**config.mk**
```make
export PLATFORM = sky130hd
export DESIGN_NAME = lsu_flat
export DESIGN_NICKNAME = d
export VERILOG_FILES = /design/src/rtl/rv32i_pkg.sv /design/src/rtl/lsu_if.sv /design/src/rtl/lsu_lane.sv /design/src/rtl/lsu.sv /design/src/flat_wrapper.sv
export SDC_FILE = /design/constraint.sdc
export NUM_CORES = 1
export LEC_CHECK = 0
export CAP_MARGIN = 20
export CORE_UTILIZATION = 40
export DETAILED_ROUTE_END_ITERATION = 6
export GPL_TIMING_DRIVEN = 1
export PLACE_DENSITY_LB_ADDON = 0.1
export RECOVER_POWER = 100
export SLEW_MARGIN = 20
export SYNTH_ARGS = -nofsm -noshare
export SYNTH_HDL_FRONTEND = slang
export SYNTH_SLANG_ARGS = --single-unit
```
**constraint.sdc**
```tcl
create_clock -name clk -period 9.9 [get_ports clk]
set_input_delay 2.475 -clock clk [delete_from_list [all_inputs] [get_ports clk]]
set_output_delay 2.475 -clock clk [all_outputs]
set_load 0.02 [all_outputs]
```
**src/rtl/rv32i_pkg.sv**
```systemverilog
// ---------------------------------------------------------------------------
// rv32i_pkg
// Shared RV32I definitions used by the load/store unit:
//   - func3 width/sign codes for loads and stores
//   - lsu_state_t, the LSU FSM state encoding
//   - helpers that classify a request (illegal func3, misalignment) and
//     compute the forced-aligned lane offset
// No ports (package).
// ---------------------------------------------------------------------------
package rv32i_pkg;

    localparam logic [2:0] F3_B  = 3'b000;
    localparam logic [2:0] F3_H  = 3'b001;
    localparam logic [2:0] F3_W  = 3'b010;
    localparam logic [2:0] F3_BU = 3'b100;
    localparam logic [2:0] F3_HU = 3'b101;

    typedef enum logic [1:0] {
        IDLE,
        MEM,
        RESP
    } lsu_state_t;

    // Encodings with no RV32I meaning: loads 011/110/111, stores 011 and up.
    function automatic logic f3_illegal(input logic we, input logic [2:0] f3);
        if (we) begin
            return (f3 > F3_W);
        end
        return (f3 == 3'b011) || (f3 == 3'b110) || (f3 == 3'b111);
    endfunction

    // Half accesses need an even address, word accesses a 4-byte boundary.
    function automatic logic misaligned(input logic [2:0] f3, input logic [1:0] off);
        case (f3[1:0])
            2'b01:   return off[0];
            2'b10:   return (off != 2'b00);
            default: return 1'b0;
        endcase
    endfunction

    // Drop the low offset bits that a half/word access cannot use.
    function automatic logic [1:0] align_offset(input logic [2:0] f3, input logic [1:0] off);
        case (f3[1:0])
            2'b01:   return {off[1], 1'b0};
            2'b10:   return 2'b00;
            default: return off;
        endcase
    endfunction

endpackage

```
**src/rtl/lsu_if.sv**
```systemverilog
// ---------------------------------------------------------------------------
// lsu_if
// Bundles the execute-stage request/response handshake and the data RAM
// req/ack port of the load/store unit.
//   request : req_valid, req_ready, req_we, req_func3, req_addr, req_wdata
//   response: resp_valid, resp_rdata, resp_err
//   RAM     : mem_req, mem_we, mem_be, mem_addr, mem_wdata, mem_rdata, mem_ack
// Modports: slave  = the LSU itself
//           master = the surroundings (execute stage + RAM)
// ---------------------------------------------------------------------------
interface lsu_if #(
    parameter int DATA_WIDTH = 32,
    parameter int ADDR_WIDTH = 30
);
    logic                  req_valid;
    logic                  req_ready;
    logic                  req_we;
    logic [2:0]            req_func3;
    logic [DATA_WIDTH-1:0] req_addr;
    logic [DATA_WIDTH-1:0] req_wdata;

    logic                  resp_valid;
    logic [DATA_WIDTH-1:0] resp_rdata;
    logic                  resp_err;

    logic                  mem_req;
    logic                  mem_we;
    logic [3:0]            mem_be;
    logic [ADDR_WIDTH-1:0] mem_addr;
    logic [DATA_WIDTH-1:0] mem_wdata;
    logic [DATA_WIDTH-1:0] mem_rdata;
    logic                  mem_ack;

    modport slave (
        input  req_valid, req_we, req_func3, req_addr, req_wdata,
        input  mem_rdata, mem_ack,
        output req_ready, resp_valid, resp_rdata, resp_err,
        output mem_req, mem_we, mem_be, mem_addr, mem_wdata
    );

    modport master (
        output req_valid, req_we, req_func3, req_addr, req_wdata,
        output mem_rdata, mem_ack,
        input  req_ready, resp_valid, resp_rdata, resp_err,
        input  mem_req, mem_we, mem_be, mem_addr, mem_wdata
    );
endinterface

```
**src/rtl/lsu_lane.sv**
```systemverilog
// ---------------------------------------------------------------------------
// lsu_lane
// Purely combinational byte-lane logic of the LSU.
//   Store side: st_we, st_func3, st_offset, rs2 -> be, wdata
//     (loads get be=1111 and wdata=0)
//   Load side : ld_func3, ld_offset, word -> rdata (lane shifted to bit 0,
//     sign- or zero-extended)
// Only DATA_WIDTH=32 is meaningful (four byte lanes).
// ---------------------------------------------------------------------------
module lsu_lane
    import rv32i_pkg::*;
#(
    parameter int DATA_WIDTH = 32
) (
    input  logic                  st_we,
    input  logic [2:0]            st_func3,
    input  logic [1:0]            st_offset,
    input  logic [DATA_WIDTH-1:0] rs2,
    output logic [3:0]            be,
    output logic [DATA_WIDTH-1:0] wdata,
    input  logic [2:0]            ld_func3,
    input  logic [1:0]            ld_offset,
    input  logic [DATA_WIDTH-1:0] word,
    output logic [DATA_WIDTH-1:0] rdata
);

    logic [7:0]  ld_bytes [4];
    logic [7:0]  ld_byte;
    logic [15:0] ld_half;

    for (genvar gi = 0; gi < 4; gi++) begin : g_bytes
        assign ld_bytes[gi] = word[8*gi +: 8];
    end

    assign ld_byte = ld_bytes[ld_offset];
    assign ld_half = ld_offset[1] ? word[31:16] : word[15:0];

    // Store data is replicated across all lanes so the RAM only needs the
    // byte enables to pick the right bytes.
    always_comb begin
        be    = 4'b1111;
        wdata = '0;
        if (st_we) begin
            case (st_func3)
                F3_B: begin
                    be    = 4'b0001 << st_offset;
                    wdata = {4{rs2[7:0]}};
                end
                F3_H: begin
                    be    = 4'b0011 << st_offset;
                    wdata = {2{rs2[15:0]}};
                end
                default: begin
                    be    = 4'b1111;
                    wdata = rs2;
                end
            endcase
        end
    end

    always_comb begin
        rdata = word;
        case (ld_func3)
            F3_B:    rdata = {{(DATA_WIDTH-8){ld_byte[7]}}, ld_byte};
            F3_BU:   rdata = {{(DATA_WIDTH-8){1'b0}}, ld_byte};
            F3_H:    rdata = {{(DATA_WIDTH-16){ld_half[15]}}, ld_half};
            F3_HU:   rdata = {{(DATA_WIDTH-16){1'b0}}, ld_half};
            default: rdata = word;
        endcase
    end

endmodule

```
**src/rtl/lsu.sv**
```systemverilog
// ---------------------------------------------------------------------------
// lsu
// RV32I load/store unit: takes one request from execute, drives a
// word-addressed data RAM with byte enables over req/ack, and returns
// aligned, extended load data with a one-cycle resp_valid pulse.
// Ports:
//   clk  - clock, rising edge
//   rst  - asynchronous active-high reset
//   bus  - lsu_if.slave: request handshake, response, RAM port
// Build option:
//   LSU_MISALIGN_TRAP_EN defined   -> misaligned half/word access is rejected
//                                     with resp_err and no RAM access
//   LSU_MISALIGN_TRAP_EN undefined -> misaligned access is forced aligned
// ---------------------------------------------------------------------------
module lsu
    import rv32i_pkg::*;
#(
    parameter int DATA_WIDTH = 32,
    parameter int ADDR_WIDTH = 30
) (
    input  logic   clk,
    input  logic   rst,
    lsu_if.slave   bus
);

    lsu_state_t            state_reg;
    logic                  we_reg;
    logic [2:0]            func3_reg;
    logic [1:0]            offset_reg;
    logic                  resp_valid_reg;
    logic                  resp_err_reg;
    logic [DATA_WIDTH-1:0] resp_rdata_reg;
    logic                  mem_req_reg;
    logic                  mem_we_reg;
    logic [3:0]            mem_be_reg;
    logic [ADDR_WIDTH-1:0] mem_addr_reg;
    logic [DATA_WIDTH-1:0] mem_wdata_reg;

    logic                  req_bad;
    logic [1:0]            eff_offset;
    logic [3:0]            st_be;
    logic [DATA_WIDTH-1:0] st_wdata;
    logic [DATA_WIDTH-1:0] ld_rdata;

`ifdef LSU_MISALIGN_TRAP_EN
    assign req_bad    = f3_illegal(bus.req_we, bus.req_func3)
                      || misaligned(bus.req_func3, bus.req_addr[1:0]);
    assign eff_offset = bus.req_addr[1:0];
`else
    assign req_bad    = f3_illegal(bus.req_we, bus.req_func3);
    assign eff_offset = align_offset(bus.req_func3, bus.req_addr[1:0]);
`endif

    // Store lanes come from the live request (registered on accept); load
    // extraction uses the registered func3/offset against the RAM word.
    lsu_lane #(
        .DATA_WIDTH (DATA_WIDTH)
    ) u_lane (
        .st_we     (bus.req_we),
        .st_func3  (bus.req_func3),
        .st_offset (eff_offset),
        .rs2       (bus.req_wdata),
        .be        (st_be),
        .wdata     (st_wdata),
        .ld_func3  (func3_reg),
        .ld_offset (offset_reg),
        .word      (bus.mem_rdata),
        .rdata     (ld_rdata)
    );

    always_ff @(posedge clk or posedge rst) begin
        if (rst) begin
            state_reg      <= IDLE;
            we_reg         <= 1'b0;
            func3_reg      <= 3'b000;
            offset_reg     <= 2'b00;
            resp_valid_reg <= 1'b0;
            resp_err_reg   <= 1'b0;
            resp_rdata_reg <= '0;
            mem_req_reg    <= 1'b0;
            mem_we_reg     <= 1'b0;
            mem_be_reg     <= 4'b0000;
            mem_addr_reg   <= '0;
            mem_wdata_reg  <= '0;
        end else begin
            case (state_reg)
                IDLE: begin
                    resp_valid_reg <= 1'b0;
                    if (bus.req_valid) begin
                        we_reg     <= bus.req_we;
                        func3_reg  <= bus.req_func3;
                        offset_reg <= eff_offset;
                        if (req_bad) begin
                            // Rejected requests never touch the RAM.
                            resp_valid_reg <= 1'b1;
                            resp_err_reg   <= 1'b1;
                            resp_rdata_reg <= '0;
                            state_reg      <= RESP;
                        end else begin
                            mem_req_reg   <= 1'b1;
                            mem_we_reg    <= bus.req_we;
                            mem_be_reg    <= st_be;
                            mem_addr_reg  <= bus.req_addr[ADDR_WIDTH+1:2];
                            mem_wdata_reg <= st_wdata;
                            resp_err_reg  <= 1'b0;
                            state_reg     <= MEM;
                        end
                    end
                end
                MEM: begin
                    // RAM-side outputs stay frozen until the ack arrives.
                    if (bus.mem_ack) begin
                        mem_req_reg    <= 1'b0;
                        mem_we_reg     <= 1'b0;
                        resp_valid_reg <= 1'b1;
                        resp_err_reg   <= 1'b0;
                        resp_rdata_reg <= we_reg ? '0 : ld_rdata;
                        state_reg      <= RESP;
                    end
                end
                RESP: begin
                    // Leaving RESP unconditionally means a held ack cannot
                    // produce a second response.
                    resp_valid_reg <= 1'b0;
                    resp_err_reg   <= 1'b0;
                    state_reg      <= IDLE;
                end
                default: begin
                    state_reg <= IDLE;
                end
            endcase
        end
    end

    assign bus.req_ready  = (state_reg == IDLE);
    assign bus.resp_valid = resp_valid_reg;
    assign bus.resp_err   = resp_err_reg;
    assign bus.resp_rdata = resp_rdata_reg;
    assign bus.mem_req    = mem_req_reg;
    assign bus.mem_we     = mem_we_reg;
    assign bus.mem_be     = mem_be_reg;
    assign bus.mem_addr   = mem_addr_reg;
    assign bus.mem_wdata  = mem_wdata_reg;

endmodule
```
**src/flat_wrapper.sv**
```systemverilog
// flat-port wrapper written by rule: the top's interface ports become plain ports
module lsu_flat import rv32i_pkg::*;
#(
    parameter int DATA_WIDTH = 32,
    parameter int ADDR_WIDTH = 30
)
  (clk, rst, bus_req_valid, bus_req_we, bus_req_func3, bus_req_addr, bus_req_wdata, bus_mem_rdata, bus_mem_ack, bus_req_ready, bus_resp_valid, bus_resp_rdata, bus_resp_err, bus_mem_req, bus_mem_we, bus_mem_be, bus_mem_addr, bus_mem_wdata);
  lsu_if #(.DATA_WIDTH(DATA_WIDTH), .ADDR_WIDTH(ADDR_WIDTH)) bus_i ();
  input  logic clk;
  input  logic rst;
  input wire logic [$bits(bus_i.req_valid)-1:0] bus_req_valid;
  input wire logic [$bits(bus_i.req_we)-1:0] bus_req_we;
  input wire logic [$bits(bus_i.req_func3)-1:0] bus_req_func3;
  input wire logic [$bits(bus_i.req_addr)-1:0] bus_req_addr;
  input wire logic [$bits(bus_i.req_wdata)-1:0] bus_req_wdata;
  input wire logic [$bits(bus_i.mem_rdata)-1:0] bus_mem_rdata;
  input wire logic [$bits(bus_i.mem_ack)-1:0] bus_mem_ack;
  output wire logic [$bits(bus_i.req_ready)-1:0] bus_req_ready;
  output wire logic [$bits(bus_i.resp_valid)-1:0] bus_resp_valid;
  output wire logic [$bits(bus_i.resp_rdata)-1:0] bus_resp_rdata;
  output wire logic [$bits(bus_i.resp_err)-1:0] bus_resp_err;
  output wire logic [$bits(bus_i.mem_req)-1:0] bus_mem_req;
  output wire logic [$bits(bus_i.mem_we)-1:0] bus_mem_we;
  output wire logic [$bits(bus_i.mem_be)-1:0] bus_mem_be;
  output wire logic [$bits(bus_i.mem_addr)-1:0] bus_mem_addr;
  output wire logic [$bits(bus_i.mem_wdata)-1:0] bus_mem_wdata;
  assign bus_i.req_valid = bus_req_valid;
  assign bus_i.req_we = bus_req_we;
  assign bus_i.req_func3 = bus_req_func3;
  assign bus_i.req_addr = bus_req_addr;
  assign bus_i.req_wdata = bus_req_wdata;
  assign bus_i.mem_rdata = bus_mem_rdata;
  assign bus_i.mem_ack = bus_mem_ack;
  assign bus_req_ready = bus_i.req_ready;
  assign bus_resp_valid = bus_i.resp_valid;
  assign bus_resp_rdata = bus_i.resp_rdata;
  assign bus_resp_err = bus_i.resp_err;
  assign bus_mem_req = bus_i.mem_req;
  assign bus_mem_we = bus_i.mem_we;
  assign bus_mem_be = bus_i.mem_be;
  assign bus_mem_addr = bus_i.mem_addr;
  assign bus_mem_wdata = bus_i.mem_wdata;
  lsu #(.DATA_WIDTH(DATA_WIDTH), .ADDR_WIDTH(ADDR_WIDTH)) u_core (.clk(clk), .rst(rst), .bus(bus_i));
endmodule
```
Word level (Yosys, flattened, before mapping):

Index checks and enable logic that the tools add are counted.

* input port bits: 104
* word-level logic and storage cells: 82
* register bits after elaboration: 110
* output and inout bits: 103

* mux-type cells: 35
* shift-type cells: 2
* reductions and logical operators: 14
* bitwise logic cells: 2
* equal/unequal tests: 15
* order comparisons: 2

Operator list (count)
* 32-bit two-way mux: 5
* 32-bit one-hot mux with 2 select lines: 2
* 32-bit one-hot mux with 4 select lines: 1
* 8-bit binary-select mux with 2-bit select: 1
* 16-bit two-way mux: 1
* 8-bit two-way mux: 2
* 3-bit equality test (second input constant): 4
* 1-bit two-way mux: 12
* 2-bit one-hot mux with 2 select lines: 2
* 4-bit one-hot mux with 2 select lines: 1
* 4-bit AND reduction: 2
* 3-bit by 1-bit equality test with 1-bit output (second input constant): 2
* 3-bit zero test: 2
* 2-bit two-way mux: 3
* 2-bit inequality test (second input constant): 3
* 1-bit one-hot mux with 3 select lines: 2
* 2-bit AND reduction: 3
* 3-bit AND reduction: 2
* 2-bit by 1-bit equality test with 1-bit output (second input constant): 2
* 2-bit equality test (second input constant): 2
* 4-bit two-way mux: 1
* 1-bit one-hot mux with 2 select lines: 2
* 1-bit by 2-bit << shifter with 4-bit output (first input constant): 1
* 2-bit by 2-bit << shifter with 4-bit output (first input constant): 1
* 10 further kinds: 11

Depth between registers and ports, before layout:

Gate-level depths: netlist (run 1).

* depth after elaboration: 8
* mapped depth: 10
* mapped depth without buffers: 7

By module:

Synthesis (run 1) repeated with hierarchy kept, for this count alone.

* cells, all modules: 499
* area, all modules: 5619.1 um2

By module, submodules not included
* lsu: times used 1, cells an instance 276, seq. area each 2752.6 um2, area each 4270.3 um2
* lsu_lane: times used 1, cells an instance 223, seq. area each 0.0 um2, area each 1348.8 um2

Least setup slack after synthesis (run 1):

OpenSTA, ideal clock, no wires.

* kind: input -> register
* start: input port bus_req_func3[0]
* end: register u_core.mem_addr_reg[10], in the netlist u_core.bus.mem_addr[10]
* arrival time: 3.818 ns
* stages: 8
* path slack: 5.957 ns
* path buffers: 2
* path through: inv_1 > ha_1 > o21ai_1 > nand3_2 > or2_1 > buf_4 > buf_6 > mux2_4

* longest elaborated chain between the ends: 6
* elaborated cells between the ends (all ways): 10

Ends and longest elaborated chain
* start: declaration: RTL line flat_wrapper.sv:13 `input wire logic [$bits(bus_i.req_func3)-1:0] bus_req_func3;`
* branches (longest 3 deep; another with 3-bit by 2-bit greater-than comparator with 1-bit output)
* 1-bit two-way mux (*): RTL line rv32i_pkg.sv:29 `return (f3 == 3'b011) || (f3 == 3'b110) || (f3 == 3'b111);`
* 1-bit inverter (no line) (*)
* 3-bit AND reduction (no line) (*)
* end signal: assignment: RTL line lsu.sv:103 `mem_addr_reg <= bus.req_addr[ADDR_WIDTH+1:2];`
* end: declaration: RTL line lsu.sv:36 `logic [ADDR_WIDTH-1:0] mem_addr_reg;`

Mark *: on every way between the ends. The select of a mux whose other input is x is not followed.
A chain may end at the register's enable or synchronous reset.

Worst setup path in the final report (run 1):

* start: input port bus_req_we
* end: register u_core.mem_addr_reg[6], in the netlist u_core.bus.mem_addr[6]

* longest elaborated chain between the ends: 4

Ends and longest elaborated chain
* start: declaration: RTL line flat_wrapper.sv:12 `input wire logic [$bits(bus_i.req_we)-1:0] bus_req_we;`
* 1-bit two-way mux: RTL line rv32i_pkg.sv:26 `if (we) begin`
* 1-bit two-way mux: RTL line rv32i_pkg.sv:29
* 1-bit inverter (no line)
* 3-bit AND reduction (no line)

Every way passes these cells.

==> results.yml, run 1 <==
clock_network:
  cts_tree: "yes"
  h-tree-depth: 3
  clkTransAtPathRegs_ns: 0.08
  postCtsSetupBuffers: 0
  postCtsHoldBufs: 0
  clk_latency_ns: 0.35
  cts_buffer_depth: 2
  cts_root_buffer: "clkbuf_16"
  cts_resized: 0
  cts_made_buffers: 9
  clock-sinks: 110
die:
  die_h_um: 120
  top_level_ports: 207
  initial_core_util_pct: 41.4
  fp.dieW_um: 120
  rows: 42
  dieArea_um2: 14300
  core_area_um2: 13400
power_and_ir_drop:
  p_leak_nw: 3.48
  finalPower_w: 0.00213
  switching_share_pct: 41.1
  p_comb_share_pct: 47.0
  clkPwrFrac_pct: 16.7
  net-switching-power_w: 0.000875
  power.share.sequential_pct: 36.3
  pwr_density_cell_nw_per_um2: 273
  p_int_w: 0.00125
  vdd_drop_max_v: 0.000141
timing:
  timing.final.crit_share_pct: 71.7
  tightest_slew_ns: 2.53
  finalHoldViolCount: 0
  fmax_mhz: 141
  slew_viol_final: 109
  fin_worst_skew_ns: 0.00689
  fin_crit_ns: 7.09
  finalSetupViolCount: 0
  fin_ws_ns: 2.81
  fin_tns_setup_ns: 0
  slew_headroom_pct: -71.0
  rsz0062_at_grt: "no"
detailed_routing:
  routed_wl_mm: 15.2
  drt_first_pass_iters: 4
  post_drt_via_cell_ratio: 5.21
  drtAntennaViolNets: 0
  route.vias.total: 4777
  drt-initial-drc-count: 333
  drc: 0
  wl_per_cell_um: 16.5
placement:
  dpl.hpwl_mm: 10.9
  dp_slack_ns: 4.17
  io_buffers: 206
  placed_area_um2: 7650
  place_congestion: 0.832
outcome:
  violations: "max-capacitance violations, max-slew violations"
  status: "complete, but fails checks"
synthesis:
  yosys-top-cells-area: "dfrtp_1 (50%), nand2_1 (7.4%), mux2_4 (7.3%)"
  syn_area_um2: 5540
  synthFlopType: "dfrtp_1"
  ys_seq_elements: 110
  yosysTopAreaCellShare_pct: 49.7
  ys_types: 53
  async_reset_ff_share_pct: 100
  synth_area_per_cell_um2: 9.99
  yosys.area.top_type: "dfrtp_1"
  synthCells: 555
  yosysSeqAreaShare_pct: 49.7
  synthesis.nets: 666
  ys_warn_count: 0
  synth_edf_count: 0
setup_path:
  rrSetupSlack_ns: 5.46
  required_ns: 10.13
  critical_path_arrival_ns: 7.33
  reg2regPathDepth: 6
  setup.worst_path.start_class: "input pin"
  critPathMaxFanout: 72
  end_kind: "flop"
  regToRegEndpoint: "u_core.bus.mem_addr[6]$_DFFE_PP0P_"
  critPathKind: "in2reg"
  worstReg2RegStart: "u_core.state_reg[0]$_DFFE_PP0P_"
min_path:
  worstHoldStart: "u_core.bus.resp_rdata[24]$_DFFE_PP0P_"
  whs_path_depth: 2
  holdPathEnd: "u_core.bus.resp_rdata[24]$_DFFE_PP0P_"
  hp-class: "reg2reg"
global_routing:
  grt_pass1_vias: 4764
  overflow: 0
  antenna_found_initial: 0
  grt_max_degree: 73
  grt_usage_pct: 22.0
  grt_pass1_wl_mm: 24.5
final_layout:
  fin_util_pct: 58.2
  fin_nets: 847
  syn_to_final_growth_pct: 40.7
  stdcell_area_um2: 7800
  diodes: 0
  drive_gt1_share_pct: 4.32
job:
  drv_cap: 3
[power by group through the flow]
| stage | combinational (W) | clock, W | sequential (W) |
|---|---|---|---|
| floorplan | 0.000488 | 0 | 0.000940 |
| global placement | 0.00111 | 0 | 0.000787 |
| detailed placement | 0.00113 | 0 | 0.000788 |
| CTS | 0.00113 | 0.000367 | 0.000786 |
| global route | 0.00109 | 0.000385 | 0.000804 |
| finish | 0.00100 | 0.000356 | 0.000773 |
[final cells by class]
type / count / area [um^2]
Clock buffer: 9 / 225
Clock inverter: 7 / 62.6
Fill cell: 1206 / 5600
Inverter: 12 / 46.3
Multi-Input combinational cell: 392 / 2400
Sequential cell: 110 / 2750
Tap cell: 176 / 220
Timing Repair Buffer: 211 / 2090
[layout by cell type (no fill, tap or decap), types with 2 or more instances in the layout]
cell type	instances
clkbuf_16	9
nor2b_1	19
a221o_1	6
a221oi_1	7
inv_1	11
nand2b_1	9
mux2_1	30
mux2i_1	4
a21oi_1	24
dfrtp_1	110
mux2_2	2
o21ai_0	43
or3_1	2
a21o_1	2
nand3_1	3
a211oi_1	5
nor2_1	32
clkdlybuf4s50_1	98
ha_1	7
a31oi_1	7
a22o_1	17
a22oi_1	5
o31ai_1	20
or2_0	7
inv_6	3
buf_4	3
clkinv_4	2
dlygate4sd3_1	108
nor3_1	2
o311ai_0	2
o21ai_1	10
nand2_1	109
[how the worst max path moves through the flow]
| stage | from | to | slack (ns) |
|---|---|---|---|
| after detailed placement | bus_req_we | u_core.bus.mem_addr[6]$_DFFE_PP0P_ | 4.17 |
| after global routing | bus_req_we | u_core.bus.mem_addr[5]$_DFFE_PP0P_ | 2.33 |
| after floorplan | rst | u_core.bus.mem_addr[0]$_DFFE_PP0P_ | 4.52 |
| after CTS | bus_req_we | u_core.bus.mem_addr[28]$_DFFE_PP0P_ | 4.56 |
| after global placement | bus_req_we | u_core.bus.mem_addr[17]$_DFFE_PP0P_ | 4.30 |
| final | bus_req_we | u_core.bus.mem_addr[6]$_DFFE_PP0P_ | 2.81 |
[cells in the mapped netlist, drive strengths merged (2+ instances only)]
master	count
nor3	3
or3	2
a21o	2
a21oi	25
o31ai	20
nand2	110
a211oi	5
a221oi	7
inv	12
nand2b	9
o21ai	53
clkbuf	15
o311ai	2
a22o	17
ha	7
or2	8
mux2i	4
nor2b	20
buf	26
nand3b	2
nand3	3
a221o	6
a22oi	5
dfrtp	110
nor2	33
mux2	32
a31oi	7
[through the flow]
step / std cells / hold WS [ns]
2_1_floorplan: 555 / 0.508
3_3_place_gp: 901 / 0.462
5_1_grt: 917 / 0.500
3_5_place_dp: 901 / 0.466
4_1_cts: 917 / 0.483
6_report: 917 / 0.475
[critical path: stages]
cell	delay, ns
dlygate4sd3_1	1.22
o21ai_0	0.29
nand3_1	0.20
or2_0	1.41
clkbuf_2	1.26
mux2_1	0.40
[routing by layer]
layer	global-route usage, %	up-vias	part of all wire (%)
li1	-	2310	-
met2	36.1	180	48
met4	6.17	0	1.6
met1	27.9	2269	43
met5	0	-	0
met3	6.84	18	7.9
[cells by family (layout without fill, tap and decap cells)]
family	Yosys count	after routing	synth area share [%]
muxes	36	36	9.05
DFF	110	110	49.7
adders and majority gates	7	7	1.58
buffers and inverters	53	239	4.81
and+or+nand+nor	193	193	16.0
AOI/OAI and AO/OA	156	156	18.9
Note: power is estimated with default switching activity, not from simulation.
==> inputs of run 2 (changes only) <==
==> constraint.sdc (replaced) <==
create_clock -name clk -period 5.92 [get_ports clk]
set_input_delay 1.48 -clock clk [delete_from_list [all_inputs] [get_ports clk]]
set_output_delay 1.48 -clock clk [all_outputs]
set_load 0.02 [all_outputs]
==> run 2 against run 1 <==
  * Critical path type unchanged
  * Non-clock buffer count is 2 higher
  * Register-to-register slack worse by 2.8 ns
  * Sequential share of layout area hardly changed
  * The flow still finishes with violations (max-capacitance violations, max-slew violations)
  * Global-route usage hardly changed
  * Largest cell class unchanged
  * Core utilization is 0.075 points lower
  * Highest routed layer unchanged
  * Clock skew hardly changed
==> results.yml, run 2 (same netlist as run 1, synthesis figures left out) <==
final_layout:
  multi_input_area_um2: 2410
  ff_latch_area_um2: 2750
  layout_commonest_cell: "dfrtp_1"
  fin_nets: 849
  diodes: 0
  drive_gt1_share_pct: 3.91
  fill_cells: 1207
  final_cell_mix: "dfrtp_1 (110), nand2_1 (109), dlygate4sd3_1 (107)"
  syn_to_final_growth_pct: 40.5
  stdcell_area_um2: 7790
detailed_routing:
  drt-initial-drc-count: 401
  drtAntennaViolNets: 0
  routed_wl_mm: 15.4
  drt_first_pass_iters: 5
  drc: 0
  post_drt_via_cell_ratio: 5.32
  wl_per_cell_um: 16.8
  route.vias.total: 4877
power_and_ir_drop:
  p_comb_share_pct: 47.7
  finalPower_w: 0.00353
  vdd_drop_max_v: 0.000252
  net-switching-power_w: 0.00144
  power.share.sequential_pct: 36.8
  switching_share_pct: 40.8
  p_leak_nw: 3.47
  p_int_w: 0.00209
  clkPwrFrac_pct: 15.6
  pwr_density_cell_nw_per_um2: 453
clock_network:
  postCtsSetupBuffers: 0
  clkTransAtPathRegs_ns: 0.07
  clk_latency_ns: 0.34
  cts_made_buffers: 9
  clock-sinks: 110
  cts_buffer_depth: 2
  cts_root_buffer: "clkbuf_16"
  cts_resized: 0
  h-tree-depth: 3
  cts_tree: "yes"
  postCtsHoldBufs: 0
placement:
  dp_slack_ns: 1.71
  placed_area_um2: 7660
  dpl.hpwl_mm: 11.1
  io_buffers: 206
  place_congestion: 0.835
setup_path:
  required_ns: 6.15
  critPathKind: "in2reg"
  regToRegEndpoint: "u_core.bus.mem_addr[1]$_DFFE_PP0P_"
  worstReg2RegStart: "u_core.state_reg[0]$_DFFE_PP0P_"
  critPathMaxFanout: 62
  setup.worst_path.start_class: "input pin"
  reg2regPathDepth: 6
  critical_path_arrival_ns: 4.70
  end_kind: "flop"
  rrSetupSlack_ns: 2.67
timing:
  fin_crit_ns: 4.47
  fin_ws_ns: 1.45
  fmax_mhz: 224
  fin_worst_skew_ns: 0.00716
  slew_viol_final: 33
  finalSetupViolCount: 0
  tightest_slew_ns: 1.51
  timing.final.crit_share_pct: 75.5
  fin_tns_setup_ns: 0
  slew_headroom_pct: -0.930
  rsz0062_at_grt: "no"
  finalHoldViolCount: 0
min_path:
  holdPathEnd: "u_core.bus.resp_rdata[8]$_DFFE_PP0P_"
  hp-class: "reg2reg"
  whs_path_depth: 2
  worstHoldStart: "u_core.bus.resp_rdata[8]$_DFFE_PP0P_"
global_routing:
  grt_max_degree: 84
  overflow: 0
  antenna_found_initial: 0
  grt_usage_pct: 22.0
  grt_pass1_vias: 4829
  grt_pass1_wl_mm: 24.9
die:
  core_area_um2: 13400
  dieArea_um2: 14300
  die_h_um: 120
  initial_core_util_pct: 41.4
  top_level_ports: 207
  rows: 42
  fp.dieW_um: 120
outcome:
  violations: "max-capacitance violations, max-slew violations"
  status: "complete, but fails checks"
job:
  drv_cap: 1
run 2: cell types whose count changed in the layout (fill, tap and decap cells not counted), moves of 2 or more:
| cell | before | now |
|---|---|---|
| clkbuf_1 | 1 | 7 |
| o21ai_1 | 10 | 7 |
| o21ai_0 | 43 | 46 |
| inv_6 | 3 | 1 |
run 2: worst max-delay path: stages:
cell	delay, ns
dlygate4sd3_1	0.60
inv_1	0.10
ha_1	0.21
nand3b_2	0.21
nand3_1	0.17
or2_4	0.57
clkbuf_1	0.95
mux2_1	0.39
run 2: layer usage:
metal	vias up	GRT usage (%)	wire (um)
met3	25	4.75	1100
met4	0	8.20	347
met2	190	35.2	7320
met5	-	0	0
li1	2312	-	-
met1	2350	29.1	6600
run 2: worst max path at each step:
stage / cells past startpoint / end / slack (ns) / start
after floorplan: 1 / u_core.bus.mem_addr[0]$_DFFE_PP0P_ / 1.54 / rst
after global placement: 8 / u_core.bus.mem_addr[0]$_DFFE_PP0P_ / 1.80 / bus_req_func3[0]
after detailed placement: 8 / u_core.bus.mem_addr[1]$_DFFE_PP0P_ / 1.71 / bus_req_func3[0]
after CTS: 8 / u_core.bus.mem_addr[17]$_DFFE_PP0P_ / 2.06 / bus_req_func3[0]
after global routing: 9 / u_core.bus.mem_we$_DFFE_PP0P_ / 1.16 / bus_req_func3[0]
final: 8 / u_core.bus.mem_addr[1]$_DFFE_PP0P_ / 1.45 / bus_req_func3[0]
run 2: cell type report:
type	count	share of cell area (%)
Timing Repair Buffer	213	26.9
Inverter	12	0.643
Tap cell	176	2.83
Clock buffer	11	2.99
Clock inverter	3	0.305
Sequential cell	110	35.3
Multi-Input combinational cell	392	31.0
run 2: per-stage QoR:
stage | util [%] | hold WS (ns) | cells
after floorplan | - | 0.508 | 555
after global placement | 57.2 | 0.465 | 903
after detailed placement | 57.2 | 0.470 | 903
after CTS | 59.1 | 0.484 | 917
after global routing | 58.1 | 0.489 | 917
final | 58.1 | 0.472 | 917
run 2: power groups by stage:
stage          logic, W  registers [W]  clock network, W
2_1_floorplan  0.000817        0.00157                 0
3_3_place_gp    0.00187        0.00131                 0
3_5_place_dp    0.00190        0.00132                 0
4_1_cts         0.00190        0.00131          0.000563
5_1_grt         0.00182        0.00135          0.000591
6_report        0.00168        0.00130          0.000549
==> variant, RTL diff (config.mk and constraints of run 1) <==
Encoding of `lsu_state_t`: now one-hot (3 bits for 3 states).
--- a/src/rtl/rv32i_pkg.sv
+++ b/src/rtl/rv32i_pkg.sv
@@ -15,10 +15,10 @@
     localparam logic [2:0] F3_BU = 3'b100;
     localparam logic [2:0] F3_HU = 3'b101;
 
-    typedef enum logic [1:0] {
-        IDLE,
-        MEM,
-        RESP
+    typedef enum logic [2:0] {
+        IDLE = 3'b001,
+        MEM  = 3'b010,
+        RESP = 3'b100
     } lsu_state_t;
 
     // Encodings with no RV32I meaning: loads 011/110/111, stores 011 and up.
Formal check against the unedited RTL: no difference found for any inputs over 4 cycles, from zero or initial values and one cycle with rst high; so few cycles prove little.
==> variant against run 1 <==
- the flow still finishes with violations (capacitance limit, slew limit)
- routed wire length is 4.9% lower
- count of clock-buffer cells in the layout increased by 3
- combinational power fell by 19%
- cell area shrank 0.59%
- largest cell class unchanged
- hold slack better by 10 ps
- largest power group unchanged
- critical path depth is 2 higher
- sequential power is 9.4% lower
- total power is 14% lower
- area after synthesis down 3.5%
- first-iteration DRC count increased by 6.9%
- worst setup slack improved by 490 ps
- sequential cell count rose by 1
- die area is 3.4% lower
==> variant: results (changes against run 1) <==
[metrics] outcome: complete, but fails checks (unchanged)
[metrics] violations in the final reports: capacitance limit, slew limit (unchanged)
[metrics] GR met1 Demand/Resource: 27.9% (about the same)
[metrics] Nets: 773 (was 847)
[metrics] global-route track usage on met3: 6.93% (was 6.84%)
[metrics] final number of max-transition violations: 152 (was 109)
[metrics] Hold Crit Depth: 1 (was 2)
[metrics] top cells by area, synth: sky130_fd_sc_hd__dfrtp_1 (51%), sky130_fd_sc_hd__mux2_2 (9.0%), sky130_fd_sc_hd__o2bb2ai_1 (5.4%) (was sky130_fd_sc_hd__dfrtp_1 (50%), sky130_fd_sc_hd__nand2_1 (7.4%), sky130_fd_sc_hd__mux2_4 (7.3%))
[metrics] via count of the first global-routing pass: 4598 (was 4764)
[metrics] count of unique library cells instantiated by Yosys: 51 (was 53)
[metrics] arrival time at the worst endpoint: 6830 ps (was 7330 ps)
[metrics] commonest cells in the synthesized netlist: sky130_fd_sc_hd__dfrtp_1 (110), sky130_fd_sc_hd__mux2_2 (43), sky130_fd_sc_hd__a21oi_1 (42), sky130_fd_sc_hd__nand2_1 (42), sky130_fd_sc_hd__o2bb2ai_1 (33) (was sky130_fd_sc_hd__dfrtp_1 (110), sky130_fd_sc_hd__nand2_1 (109), sky130_fd_sc_hd__nor2_1 (32), sky130_fd_sc_hd__o21ai_0 (32), sky130_fd_sc_hd__mux2_4 (27))
[metrics] end point of the worst hold path: u_core.bus.resp_rdata[25]$_DFFE_PP0P_ (was u_core.bus.resp_rdata[24]$_DFFE_PP0P_)
[metrics] CP max stage delay: 2230 ps (was 1410 ps)
[metrics] Total Routing Usage GR: 21.8% (was 22.0%)
[metrics] minimum setup slack among reg-to-reg paths: 5610 ps (was 5460 ps)
[metrics] capture instance of the worst register-to-register path: u_core.bus.mem_addr[25]$_DFFE_PP0P_ (was u_core.bus.mem_addr[6]$_DFFE_PP0P_)
[metrics] Final Skew: 7.16 ps (was 6.89 ps)
[metrics] fraction of final layout cells sized beyond drive strength 1: 10.6% (was 4.32%)
[metrics] Worst Hold Launch: u_core.bus.resp_rdata[25]$_DFFE_PP0P_ (was u_core.bus.resp_rdata[24]$_DFFE_PP0P_)
[metrics] logic depth of the worst register-to-register path: 4 (was 6)
[metrics] Final Routed Wirelength: 14.4 mm (was 15.2 mm)
[metrics] peak ir drop on the vdd network: 0.000138 V (was 0.000141 V)
[metrics] largest net degree at the start of global routing: 65 (was 73)
[metrics] Synthesized Nets: 584 (was 666)
[metrics] number of violations of the max-capacitance limit: 3 (unchanged)
[metrics] final critical-path share of the clock period: 66.7% (was 71.7%)
[metrics] global-route wire length before repair: 23.9 mm (was 24.5 mm)
## variant: layout make-up
class                           instances  area, um2
Clock buffer                           12        246
Clock inverter                          3       18.8
Fill cell                            1085       5070
Inverter                               21       80.1
Multi-Input combinational cell        309       2300
Sequential cell                       111       2780
Tap cell                              172        215
Timing Repair Buffer                  213       2110
## variant: cell families (layout without fill, tap and decap cells)
family,count (synthesis),count (layout),synth area share [%]
AO/OA/AOI/OAI,142,142,19.0
flip-flops,111,111,51.9
AND/OR/NAND/NOR,102,102,10.7
multiplexers,60,60,12.3
buffers and inverters,56,249,5.05
adder cells (fa/ha/maj),4,4,0.935
XOR/XNOR,1,1,0.164
## variant: metrics by stage
| stage | instances | hold slack (ps) | total power, mW |
|---|---|---|---|
| after floorplan | 476 | 479 | 1.17 |
| after global placement | 824 | 466 | 1.55 |
| after detailed placement | 825 | 473 | 1.57 |
| after CTS | 840 | 493 | 1.92 |
| after global routing | 841 | 495 | 1.95 |
| final | 841 | 485 | 1.84 |
## variant: worst max-delay path by stage
| stage | from | endpoint | slack (ps) | cells after the start |
|---|---|---|---|---|
| finish | bus_req_func3[0] | u_core.bus.mem_addr[25]$_DFFE_PP0P_ | 3290 | 8 |
| global route | bus_req_func3[0] | u_core.bus.mem_addr[8]$_DFFE_PP0P_ | 2870 | 8 |
| CTS | bus_req_func3[0] | u_core.bus.mem_addr[19]$_DFFE_PP0P_ | 5030 | 8 |
| detailed placement | bus_req_func3[0] | u_core.bus.mem_addr[8]$_DFFE_PP0P_ | 4650 | 8 |
| global placement | bus_req_func3[0] | u_core.bus.mem_addr[10]$_DFFE_PP0P_ | 4760 | 8 |
| floorplan | rst | u_core.bus.mem_addr[0]$_DFFE_PP0P_ | 4500 | 1 |
## variant: report_power, final
group          internal (mW)  leakage [nW]  switching [mW]
Combinational          0.389          1.98           0.418
Clock                  0.177         0.133           0.157
Sequential             0.599          1.42           0.102
## variant: layer usage
layer | share of wire, % | up-vias | wire length, um
li1 | - | 2100 | -
met1 | 42 | 2198 | 6080
met2 | 48 | 168 | 6910
met3 | 8.4 | 18 | 1210
met4 | 1.6 | 0 | 227
met5 | 0 | - | 0
## variant: worst max-delay path, delay by kind of cell
| family | cells | cell delay [ps] |
|---|---|---|
| fa+ha+maj | 1 | 210 |
| mux | 1 | 480 |
| buf+inv | 3 | 2900 |
| simple gates | 2 | 520 |
| compound gates | 1 | 180 |
